--- src/rtl/alu_pipe.sv ---
// rtl/alu_pipe.sv - handshaked MIPS ALU with registered results; `ALU_PIPE_MUL_EN builds the iterative multiplier
module alu_pipe #(
    parameter int WIDTH   = 32,
    parameter int SHAMT_W = 5
) (
    input  logic               clk,
    input  logic               reset,
    input  logic               in_valid,
    output logic               in_ready,
    input  logic [WIDTH-1:0]   in_1,
    input  logic [WIDTH-1:0]   in_2,
    input  logic [3:0]         alu_control,
    input  logic [SHAMT_W-1:0] shamt,
    output logic               out_valid,
    input  logic               out_ready,
    output logic [WIDTH-1:0]   out,
    output logic               zero_signal,
    output logic               ovf,
    output logic               illegal,
    output logic               busy
);
    logic [WIDTH-1:0] res;
    logic             res_zero;
    logic             res_ovf;
    logic             res_ill;
    logic [WIDTH-1:0] sum;
    logic [WIDTH-1:0] diff;
    logic             accept;
    logic             is_mul;

    assign sum  = in_1 + in_2;
    assign diff = in_1 - in_2;

    always_comb begin
        res     = '0;
        res_ovf = 1'b0;
        res_ill = 1'b0;
        case (alu_control)
            4'b0010, 4'b0011, 4'b1000, 4'b1001: begin
                res     = sum;
                res_ovf = (in_1[WIDTH-1] == in_2[WIDTH-1]) && (sum[WIDTH-1] != in_1[WIDTH-1]);
            end
            4'b0110: begin
                res     = diff;
                res_ovf = (in_1[WIDTH-1] != in_2[WIDTH-1]) && (diff[WIDTH-1] != in_1[WIDTH-1]);
            end
            4'b0000, 4'b0001: res = in_1 & in_2;
            4'b1100:          res = ~(in_1 | in_2);
            4'b0100:          res = in_1 << shamt;
            4'b0101:          res = in_1 >> shamt;
            4'b0111:          res = {{(WIDTH-1){1'b0}}, ($signed(in_1) < $signed(in_2))};
            4'b1010:          res = '0;
            4'b1011, 4'b1111: res = in_1;
            // 1110 always; 1101 also lands here when the multiplier is not built
            default:          res_ill = 1'b1;
        endcase
        res_zero = (alu_control == 4'b1010) ? (in_1 == in_2) : (res == '0);
    end

`ifdef ALU_PIPE_MUL_EN
    localparam int CNT_W = $clog2(WIDTH + 1);

    typedef enum logic {IDLE, MUL} state_t;

    state_t           state;
    logic [CNT_W-1:0] count;
    logic [WIDTH-1:0] mcand;
    logic [WIDTH-1:0] mplier;
    logic [WIDTH-1:0] acc;
    logic [WIDTH-1:0] acc_next;

    assign acc_next = mplier[0] ? (acc + mcand) : acc;
    assign is_mul   = (alu_control == 4'b1101);
    assign in_ready = (state == IDLE) && (!out_valid || out_ready);
    assign busy     = (state == MUL);
`else
    assign is_mul   = 1'b0;
    assign in_ready = !out_valid || out_ready;
    assign busy     = 1'b0;
`endif

    assign accept = in_valid && in_ready;

    always_ff @(posedge clk or posedge reset) begin
        if (reset) begin
            out_valid   <= 1'b0;
            out         <= '0;
            zero_signal <= 1'b0;
            ovf         <= 1'b0;
            illegal     <= 1'b0;
`ifdef ALU_PIPE_MUL_EN
            state  <= IDLE;
            count  <= '0;
            mcand  <= '0;
            mplier <= '0;
            acc    <= '0;
`endif
        end else begin
            if (out_valid && out_ready) begin
                out_valid <= 1'b0;
            end
            if (accept && !is_mul) begin
                out         <= res;
                zero_signal <= res_zero;
                ovf         <= res_ovf;
                illegal     <= res_ill;
                out_valid   <= 1'b1;
            end
`ifdef ALU_PIPE_MUL_EN
            if (state == IDLE) begin
                if (accept && is_mul) begin
                    mcand  <= in_1;
                    mplier <= in_2;
                    acc    <= '0;
                    count  <= CNT_W'(WIDTH);
                    state  <= MUL;
                end
            end else begin
                acc    <= acc_next;
                mcand  <= mcand << 1;
                mplier <= mplier >> 1;
                count  <= count - CNT_W'(1);
                // last iteration: publish the sum including this step's partial product
                if (count == CNT_W'(1)) begin
                    out         <= acc_next;
                    zero_signal <= (acc_next == '0);
                    ovf         <= 1'b0;
                    illegal     <= 1'b0;
                    out_valid   <= 1'b1;
                    state       <= IDLE;
                end
            end
`endif
        end
    end
endmodule

--- config.mk ---
export PLATFORM = sky130hd
export DESIGN_NAME = alu_pipe
export DESIGN_NICKNAME = d
export VERILOG_FILES = /design/src/rtl/alu_pipe.sv
export SDC_FILE = /design/constraint.sdc
export NUM_CORES = 1
export LEC_CHECK = 0
export ABC_AREA = 1
export BUFFER_PORTS_ARGS = -buffer_cell sky130_fd_sc_hd__clkbuf_2
export CORE_ASPECT_RATIO = 1.75
export CORE_MARGIN = 4
export CORE_UTILIZATION = 50
export DETAILED_ROUTE_END_ITERATION = 8
export PLACE_DENSITY = 0.69
export SLEW_MARGIN = 20
export SYNTH_ARGS = -nofsm -noshare
export SYNTH_HDL_FRONTEND = slang
export SYNTH_SLANG_ARGS = --single-unit
export TNS_END_PERCENT = 1
--- constraint.sdc ---
create_clock -name clk -period 1.4 [get_ports clk]
set_clock_uncertainty 0.15 [all_clocks]
set_input_delay 0.07 -clock clk [delete_from_list [all_inputs] [get_ports clk]]
set_output_delay 0.07 -clock clk [all_outputs]
set_load 0.02 [all_outputs]
==> results of run 1 <==
metrics by stage:
stage | hold slack, ns | utilization [%]
2_1_floorplan | 0.0870 | -
4_1_cts | -0.00131 | 77.9
3_5_place_dp | 0.00643 | 72.0
3_3_place_gp | 0.00224 | 72.0
metal layers:
metal / GRT overflow / track usage, %
met5: 0 / 7.06
met4: 1 / 60.3
met3: 0 / 33.2
met2: 0 / 77.8
met1: 0 / 55.8
cells by family after synthesis:
logic type / Yosys count
other: 1
XOR/XNOR: 2
adder cells (fa/ha/maj): 101
AND/OR/NAND/NOR: 1536
flip-flops: 36
AO/OA/AOI/OAI: 148
buffers and inverters: 448
repair_timing:
item / in CTS
endpoints found under the setup margin: 35
hold buffers: 2
endpoints found under the hold margin: 37
resized for setup: 255
setup buffers: 28
pin swaps: 77
==> results.sh, run 1 <==
export IMPL_htree_num_levels=2
export IMPL_syn_instance_count=2272
export IMPL_fp_dieH_microns=208
export IMPL_synth_seq_cells=36
export IMPL_grt_max_degree=53
export IMPL_cts_sink_count=36
export IMPL_grt_pass1_wl_mm=112
export IMPL_portBuffers=113
export IMPL_ys_flop_type="dfrtp_1"
export IMPL_yosys_area_top_type="nand2_1"
export IMPL_synthTopCellsByArea="nand2_1, nand3_1, inv_1"
export IMPL_ys_warnings_count=0
export IMPL_grt_pass1_vias=21100
export IMPL_synthAdderAreaFrac_pct=11.2
export IMPL_place_area_sq_um=16300
export IMPL_rows=73
export IMPL_synth_most_common_cell="nand2_1"
export IMPL_grt_overflow_total=1
export IMPL_synth_fp_nets=2450
export IMPL_avgSynthCellArea_sq_um=5.04
export IMPL_status="did not finish"
export IMPL_synth_compound_area_share_pct=7.09
export IMPL_syn_area_sq_um=11400
export IMPL_synth_top_family_by_area="simple AND/OR/NAND/NOR gates"
export IMPL_gp_congestion=1.34
export IMPL_io_pins=115
export IMPL_numCtsBuffers=5
export IMPL_stop_stage="global routing (5_1_grt)"
export IMPL_start_util_pct=50.5
export IMPL_yosysSeqAreaShare_pct=7.87
export IMPL_post_dp_hpwl_mm=49.7
export IMPL_muxShareOfSynthArea_pct=0
export IMPL_synthTopCellsByCount="nand2_1, nand3_1, inv_1"
export IMPL_grt_use_total_pct=56.9
export IMPL_netlist_area_leader_share_pct=24.2
export IMPL_synthArstFlopShare_pct=100
export IMPL_place_inst=3121
export IMPL_synth_simple_area_share_pct=57.8
export IMPL_synth_edff_count=0
export IMPL_dpl_worst_slack_ns=-1.49
export IMPL_cts_max_path_buffers=2
export IMPL_toolErrorMsg="[ERROR GRT-0116] Global routing finished with congestion. Check the congestion regions in the DRC Viewer."
export IMPL_root_buffer="clkbuf_16"
export IMPL_ys_types=37
export IMPL_die_w_microns=122
export IMPL_synth_xor_area_share_pct=0.153
==> inputs of run 2 (changes only) <==
CORE_ASPECT_RATIO = default   (was 1.75)
CORE_UTILIZATION = 35   (was 50)
PLACE_DENSITY = default   (was 0.69)
PLACE_DENSITY_LB_ADDON = 0.15   (was default)
==> run 2 against run 1 <==
The flow now finishes, with violations (setup timing); synthesized cell count unchanged; area after synthesis unchanged.
==> results.sh, run 2 <==
export IMPL_drtIter0Drc=2124
export IMPL_root_buffer="clkbuf_16"
export IMPL_hp_class="in -> reg"
export IMPL_hold_slack_ns=0.00865
export IMPL_cts_sink_count=36
export IMPL_clk_pin_slew_ns=0.05
export IMPL_synthArstFlopShare_pct=100
export IMPL_synthTopCellsByArea="nand2_1, nand3_1, inv_1"
export IMPL_wl_mm=67.4
export IMPL_gp_congestion=1.07
export IMPL_p_leak_uw=0.0103
export IMPL_fmax_mhz=433
export IMPL_via_per_inst=5.38
export IMPL_largest_reg_flops=32
export IMPL_ys_warnings_count=0
export IMPL_drc=0
export IMPL_numCtsBuffers=5
export IMPL_htree_num_levels=2
export IMPL_yosysSeqAreaShare_pct=7.87
export IMPL_ir_worst_vdd_mv=0.651
export IMPL_final_cells=3293
export IMPL_violations="setup timing"
export IMPL_nets=3035
export IMPL_arrival_ns=2.36
export IMPL_post_dp_hpwl_mm=57.6
export IMPL_status="complete, but fails checks"
export IMPL_syn_area_sq_um=11400
export IMPL_regMostFlops="out"
export IMPL_grt_max_degree=37
export IMPL_start_kind="input pin"
export IMPL_place_inst=3254
export IMPL_ys_types=37
export IMPL_slew_viol_final=0
export IMPL_grt_use_total_pct=35.9
export IMPL_drv_cap=0
export IMPL_syn_instance_count=2272
export IMPL_synth_edff_count=0
export IMPL_p_per_area_nw_per_um2=561
export IMPL_final_common_cell="nand2_1"
export IMPL_netlist_area_leader_share_pct=24.2
export IMPL_start_util_pct=35.9
export IMPL_grt_pass1_wl_mm=98.7
export IMPL_synth_fp_nets=2450
export IMPL_grt_overflow_total=0
export IMPL_grt_pass1_vias=16500
export IMPL_tightest_slew_ns=0.677
export IMPL_antenna_found_initial=0
export IMPL_wire_per_inst_microns=20.5
export IMPL_avgSynthCellArea_sq_um=5.04
export IMPL_rows=65
export IMPL_crit_fanout=4
export IMPL_die_w_microns=189
export IMPL_relSlewSlack_pct=54.8
export IMPL_drive_gt1_share_pct=37.9
export IMPL_final_cell_mix="nand2_1, buf_4, nand3_1, inv_1, nor2_1"
export IMPL_rsz0062_at_grt="yes"
export IMPL_drt_antenna_violating_nets=0
export IMPL_area_growth_synth_to_final_pct=63.9
export IMPL_critPathKind="in -> reg"
export IMPL_min_period_ns=2.31
export IMPL_core_area_sq_um=31900
export IMPL_synth_most_common_cell="nand2_1"
export IMPL_finalCritPeriodShare_pct=165
export IMPL_fin_ws_ns=-0.910
export IMPL_portBuffers=113
export IMPL_end_kind="flip-flop"
export IMPL_clk_latency_ns=0.27
export IMPL_synthTopCellsByCount="nand2_1, nand3_1, inv_1"
export IMPL_ys_flop_type="dfrtp_1"
export IMPL_drt_pass1_iter_count=9
export IMPL_die_area_sq_um=35700
export IMPL_yosys_area_top_type="nand2_1"
export IMPL_required_ns=1.45
export IMPL_hold_viol=0
export IMPL_finalSetupViolCount=34
export IMPL_vias=17700
export IMPL_io_pins=115
export IMPL_fp_dieH_microns=189
export IMPL_synth_seq_cells=36
export IMPL_cts_max_path_buffers=2
export IMPL_cts_tree="yes"
export IMPL_diodes=0
[run 2: cell counts after synthesis]
No cell type changed its count.
[run 2: area by class of cell]
class                   instances  area (sq um)
clock buffers                   6           129
clock inverters                 2          35.0
fillers                      3299         13100
inverters                     354          1360
multi-input cells            1788         10500
flip-flops and latches         36           901
well taps                     435           544
repair buffers                672          5270
[run 2: worst paths after layout]
path	from	to	slack, ns	cells past startpoint
worst max-delay path	in_2[10]	zero_signal	-0.91	19
worst min-delay path	out_ready	out_valid	0.009	5
worst max register to register	out_valid	ovf	0.10	6
worst min register to register	out[23]	out[23]	0.33	2
max in group asynchronous	reset	out[5]	0.51	4
min in group asynchronous	reset	out[24]	0.28	4
[run 2: logic make-up after synthesis]
family          synth area share (%)
buf+inv                         15.9
xor+xnor                       0.153
fa+ha+maj                       11.2
other cells                   0.0328
flops                           7.87
compound gates                  7.09
simple gates                    57.8
[run 2: what timing repair did]
| action | in CTS | in global routing |
|---|---|---|
| buffers inserted | 10 | 20 |
| endpoints found under the hold margin | 36 | 0 |
| endpoints found under the setup margin | 35 | 35 |
| gates resized for setup | 199 | 260 |
| hold buffers | 1 | 0 |
| pin swaps | 39 | 84 |
[run 2: layer usage]
metal  vias up  wire length [microns]  global-route usage [%]
met5         -                      0                       0
met4         0                   4380                    18.1
met3       181                   5320                    3.26
met2       983                  29400                    58.1
met1      8130                  28300                    47.9
li1       8425                      -                       -
[run 2: per-stage QoR]
stage	setup WS [ns]	total power (uW)	setup TNS (ns)	utilization [%]	instance area, sq um
4_1_cts	-0.914	9780	-19.87	55.5	17700
5_1_grt	-1.03	11200	-24.27	58.8	18800
2_1_floorplan	-0.598	4650	-9.28	-	11700
3_3_place_gp	-1.67	8060	-37.81	52.2	16600
6_report	-0.910	10500	-21.22	58.8	18800
3_5_place_dp	-1.67	8090	-38.11	52.2	16600
[run 2: critical path: stages]
cell and delay [ns]:
clkbuf_2 0.14, inv_2 0.06, ha_4 0.29, nand2_1 0.08, buf_4 0.15, nor2_2 0.13, buf_4 0.15, nand2_1 0.07
nor2_1 0.11, nand2_1 0.11, nand3_1 0.11, nand2_1 0.05, nand3_1 0.10, nand3_4 0.11, nor2_4 0.12, nand3_2 0.09
nor2_4 0.16, nand3_1 0.10, a21oi_1 0.14
[run 2: where the power goes]
| group | switching, uW | internal, uW |
|---|---|---|
| registers | 101 | 1230 |
| logic | 4730 | 3250 |
| clock network | 385 | 836 |
Power figures use the tool's default switching activity.
